**src/rtl/if_pkg.sv**
```systemverilog
// if_pkg: shared types and constants for the instruction-fetch front end.
package if_pkg;
  localparam int IM_AW_DEFAULT = 11;
  localparam logic [31:0] INSTR_NOP = 32'h0000_0013;
  typedef struct packed {
    logic [31:0] pc;
    logic [31:0] instr;
    logic        fault;
  } fetch_entry_t;
endpackage

```
**src/rtl/if_fifo2.sv**
```systemverilog
// if_fifo2: 2-entry synchronous FIFO of fetch entries with flush; head reads 0 after reset.
module if_fifo2
  import if_pkg::*;
(
  input  logic         clk,
  input  logic         rst_n,
  input  logic         push,
  input  logic         pop,
  input  logic         flush,
  input  fetch_entry_t din,
  output fetch_entry_t head,
  output logic [1:0]   count
);
  fetch_entry_t mem [2];
  logic rd;
  logic wr;
  assign wr   = rd ^ count[0];
  assign head = mem[rd];
  always_ff @(posedge clk) begin
    if (!rst_n) begin
      mem[0] <= '0;
      mem[1] <= '0;
      rd     <= 1'b0;
      count  <= 2'd0;
    end else if (flush) begin
      count <= 2'd0;
    end else begin
      if (push) mem[wr] <= din;
      if (pop) rd <= ~rd;
      count <= count + {1'b0, push} - {1'b0, pop};
    end
  end
endmodule

```
**src/rtl/if_fetch.sv**
```systemverilog
// if_fetch: PC sequencing, ROM issue and redirect handling feeding a 2-entry output buffer.
// Define IF_FETCH_ALIGN_CHK_EN to add out_fault and trap misaligned redirect targets.
module if_fetch
  import if_pkg::*;
#(
  parameter logic [31:0] PC_RESET = 32'h0000_0000,
  parameter int          IM_AW    = IM_AW_DEFAULT
) (
  input  logic             clk,
  input  logic             rst_n,
  input  logic             redirect_valid,
  input  logic [31:0]      redirect_pc,
  output logic             im_ena,
  output logic [IM_AW-1:0] im_addr,
  input  logic [31:0]      im_rdata,
  output logic             out_valid,
  input  logic             out_ready,
  output logic [31:0]      out_pc,
  output logic [31:0]      out_instr
`ifdef IF_FETCH_ALIGN_CHK_EN
  , output logic           out_fault
`endif
);
  logic [31:0]  pc, ipc, issue_pc;
  logic         inflight, ifault, halt;
  logic         pop, push, issue, bad;
  logic [1:0]   count;
  fetch_entry_t head, din;
`ifdef IF_FETCH_ALIGN_CHK_EN
  assign bad       = redirect_pc[1:0] != 2'b00;
  assign out_fault = head.fault;
`else
  assign bad = 1'b0;
  wire unused_fault = head.fault;
`endif
  // A redirect kills both the same-cycle pop and the returning read
  assign pop       = out_valid & out_ready & ~redirect_valid;
  assign push      = inflight & ~redirect_valid;
  assign issue_pc  = redirect_valid ? {redirect_pc[31:2], 2'b00} : pc;
  assign issue     = rst_n & (redirect_valid ? ~bad
                   : ~halt & (({1'b0, count} + {2'b0, inflight} - {2'b0, pop}) < 3'd2));
  assign im_ena    = issue;
  assign im_addr   = issue_pc[IM_AW+1:2];
  assign din       = '{pc: ipc, instr: ifault ? INSTR_NOP : im_rdata, fault: ifault};
  assign out_valid = rst_n & (count != 2'd0);
  assign out_pc    = head.pc;
  assign out_instr = head.instr;
  if_fifo2 u_fifo (
    .clk  (clk),
    .rst_n(rst_n),
    .push (push),
    .pop  (pop),
    .flush(redirect_valid),
    .din  (din),
    .head (head),
    .count(count)
  );
  always_ff @(posedge clk) begin
    if (!rst_n) begin
      pc       <= PC_RESET;
      ipc      <= 32'h0;
      inflight <= 1'b0;
      ifault   <= 1'b0;
      halt     <= 1'b0;
    end else begin
      inflight <= issue | (redirect_valid & bad);
      ifault   <= redirect_valid & bad;
      if (redirect_valid) halt <= bad;
      if (issue) begin
        pc  <= issue_pc + 32'd4;
        ipc <= issue_pc;
      end else if (redirect_valid) begin
        ipc <= redirect_pc;
      end
    end
  end
endmodule
```
**config.mk**
```make
export PLATFORM = sky130hd
export DESIGN_NAME = if_fetch
export DESIGN_NICKNAME = d
export VERILOG_FILES = /design/src/rtl/if_pkg.sv /design/src/rtl/if_fifo2.sv /design/src/rtl/if_fetch.sv
export SDC_FILE = /design/constraint.sdc
export NUM_CORES = 1
export LEC_CHECK = 0
export CAP_MARGIN = 30
export CORE_AREA = 4 4 174 134
export CTS_CLUSTER_DIAMETER = 50
export DETAILED_ROUTE_END_ITERATION = 16
export DIE_AREA = 0 0 178 138
export PLACE_DENSITY = 0.82
export SLEW_MARGIN = 10
export SYNTH_ARGS = -nofsm -noshare
export SYNTH_HDL_FRONTEND = slang
export SYNTH_SLANG_ARGS = --single-unit
```
**constraint.sdc**
```tcl
create_clock -name clk -period 6.85 [get_ports clk]
set_clock_uncertainty 0.2 [all_clocks]
set_input_delay 1.37 -clock clk [delete_from_list [all_inputs] [get_ports clk]]
set_output_delay 1.37 -clock clk [all_outputs]
set_load 0.05 [all_outputs]
```
==> summary by stage <==
Floorplan
The placeable core region is 21700 µm². The total number of placement rows is 47. The die covers 24560 µm².

The chip height is 138 µm. The count of boundary I/O pins is 145. For this configuration, the core starts out at a cell density of 0.4409. The overall die width is 178 µm.

Status
The flow ran to the end, and the final reports show no timing, DRC or antenna violations.

Global routing
The via count of the first global-routing pass is 6961. For this run, the total global-route usage over all layers was measured as 0.1901. The first-pass GRT wire length is 37110 µm.

The largest net degree at the start of global routing is 117. The number of antenna violations at the first check in global routing is 0. The remaining global-route overflow is 0.

Clock tree
The H-tree depth reported by CTS is 4. Once the clock tree was built, the setup fixing pass inserted 0 buffers. The root buffer cell chosen for the clock tree is clkbuf_16. The clock latency of the later-clocked register in the worst-skew pair is 430 ps. The clock passes through at most 2 buffers.

Counting every sink on the clock net gives 197. Clock-pin slew was measured on the worst setup and hold paths at 70 ps. Buffers inserted during clock tree synthesis total 17. After clock tree synthesis, the flow added hold-fix buffers numbering 0. The count of cells resized by post-cts repair is 0. The CTS tree is yes.

Timing
In the finished design, the share of the clock period the worst path needs comes to 0.8334. The hold violation count in the final report came to 0. The time the worst path needs with I/O delays and setup is 5709 ps. The total of endpoints with negative setup slack in the final report is 0. The max-slew headroom at the worst pin is 0.1868.

At the pin with the least slew margin, the transition time is 1220 ps. Setup repair after global routing left no endpoint under its margin. The total count of max-transition violations in the final report is 0. The highest clock frequency the design can meet is 0.1752 GHz. The final-layout worst hold slack is 253.6 ps.

Power
The largest vdd supply drop is 0.1652 mV. Summed over all cells, the static leakage comes to 0.004292 µW. Dividing total power by cell area gives a power density of 235.1 nW/µm².

The completed layout was analyzed and its total power is 2792 µW.

Synthesis
The share of synthesized area occupied by flip-flops and latches is 0.5462. edfxtp_1 takes more of the synthesized area than any other cell. The count of state elements after synthesis is 197. By area, the combinational part of the netlist is dominated by simple AND/OR/NAND/NOR gates. The share of synthesized area in the top cell type comes to 0.4018.

The post-synthesis simple-gate area fraction is 0.2014. The mean instance size in the synthesized netlist is 10.54 µm². The portion of netlist area occupied by mux cells is 0.08527. After synthesis the cells add up to 9567 µm².

The complex-gate fraction of the synthesized area was 0.08187. The post-synthesis instance total is 908. Yosys attributes the largest share of cell area to edfxtp_1, dfxtp_1, and2_1. The number of nets in the synthesized netlist is 981. The share of synthesized cell area in full adder, half adder and majority cells is 0.007324. In the synthesized netlist the dominant register cell turns out to be edfxtp_1.

Of the total synthesized cell area, the portion taken by XOR and XNOR cells is 0.03845. Yosys mapped a number of flops with a built-in enable equal to 128. For this run, asynchronously set or reset flops after synthesis account for 0. The distinct cell type count of the synthesized netlist is 49. The total of warnings raised by yosys is 0.

Route
The detailed router placed 7212 vias in this run. The average wire per cell in the routed design is 17.72 µm. The detailed-routing iteration count for the pre-antenna-repair pass is 6. The count of routing violations after the opening detailed-route iteration is 746. Dividing the detail-routed via count by the number of cells gives 5.435.

In this run the remaining antenna-violating nets after routing total 0. In the routed design, unresolved DRC markers number 0. The total length of routed wires is 23520 µm.

Critical path
The worst setup path is launched from a primary input. The endpoint type of the worst setup path is a primary output. Data on the critical path arrives at its endpoint at 4140 ps.

For this run, the slowest stage of the critical path takes 480 ps. The critical path is of the primary input to primary output type. The signal on the critical path passes through clkdlybuf4s50_1 > nand2_1 > nor2_1 > ha_1 > nor2b_1 > fa_1 > nand2b_1 > nand2_1 > nand2_1 > inv_1 > buf_12.

The highest net fanout along the worst path is 9. The most numerous cell type found on the critical path is nand2_1. Data on the critical path is required at its endpoint by 5280 ps. The slowest stage of the critical path belongs to the cell clkdlybuf4s50_1.

Cells and area
The multi-input combinational cells in the finished layout cover a total of 4004 µm². The sequential cell area is 5226 µm². The library cells used most frequently in the layout, excluding fill and tap cells, are clkdlybuf4s50_1, and2_1, edfxtp_1. In the final design database the tool counted 1093 nets. Of the cells placed in the final design, the portion with a size suffix greater than 1 is 0.1200. Relative to the synthesized area, the layout overhead comes to 24.16%. Once layout is complete, the cells apart from fillers number 1327. Once layout is complete, the utilization of the core stands at 0.5474. After filler insertion, the fill cell instance count of the layout stands at 1818. The most frequent standard cell in the layout excluding fill and tap cells is clkdlybuf4s50_1.

The number of antenna diodes in the final layout is 0.

Flow run
The max-capacitance violation count is 0.

Placement
Counting tap cells, the placed design contains a total of 1293 instances. The count of input and output buffers is 142. The wire-length estimate of the detail-placed layout is 15440 µm.

The congestion estimate from routability-driven global placement came to 0.8612.

Worst hold path
The type of the most critical hold path is flop to flop.
synth_stat cells, drive strengths merged, types with 3 or more instances:
library cell / n
and3: 4
nand3b: 5
o22ai: 6
o31ai: 5
buf: 20
o21a: 4
nor3: 13
edfxtp: 128
nand4b: 5
nand3: 26
clkbuf: 46
ha: 4
and2: 133
dfxtp: 69
nor2: 40
nand2: 111
inv: 19
nand4: 13
nor2b: 3
mux2i: 5
xnor2: 28
a22oi: 3
xor2: 14
a21oi: 70
o21ai: 34
a211oi: 6
mux2: 68
nor4: 5
through the flow:
stage / instance area [µm²] / worst slack [ps] / TNS, ps
2_1_floorplan: 9567 / -352.0 / -45050
3_3_place_gp: 11190 / 1226 / 0
3_5_place_dp: 11240 / 1150 / 0
4_1_cts: 11830 / 1151 / 0
5_1_grt: 11880 / 1003 / 0
6_report: 11880 / 1141 / 0
registers in the layout (all words and copies together), names as in the netlist, named ones only:
signal        count
inflight          1
ipc              32
pc               32
u_fifo.count      2
u_fifo.mem      128
u_fifo.rd         1
per-layer routing:
metal	track usage	vias up	part of all wire
met5	0	-	0
met4	0.06347	0	0.024
met3	0.03930	44	0.088
met2	0.2835	338	0.44
met1	0.2771	3433	0.45
li1	-	3397	-
logic make-up after synthesis:
family | after synthesis
and+or+nand+nor | 368
DFF | 197
AOI/OAI and AO/OA | 138
buffers and inverters | 85
muxes | 73
xor gates and xnor gates | 42
adders and majority gates | 5
report_power, final:
part           switching (µW)  leakage [µW]  total (µW)  internal [µW]
registers                32.6       0.00190        1360           1330
clock network             432      0.000274        1000            573
logic                     267       0.00212         428            160
total                     732       0.00429        2790           2060
cell type report:
type                            instances  share of cell area
Clock buffer                           19             0.03645
Tap cell                              294             0.03097
Timing Repair Buffer                  159              0.1365
Sequential cell                       197              0.4400
Multi-Input combinational cell        626              0.3371
Clock inverter                         13             0.01296
Inverter                               19            0.006004
path summary, 6_finish.rpt:
kind	start	end	slack, ps	cells past startpoint
setup reg to reg	u_fifo.count[0]	pc[11]	3430	13
hold / removal	pc[1]	ipc[1]	250	2
setup / recovery	rst_n	im_ena	1140	11
hold reg to reg	pc[1]	ipc[1]	250	2
worst max-delay path: cells and delay by family:
family	cells	cell delay [ps]
simple gates	6	1280
buf+inv	3	750
fa+ha+maj	2	730
Note: power is estimated with default switching activity, not from simulation.
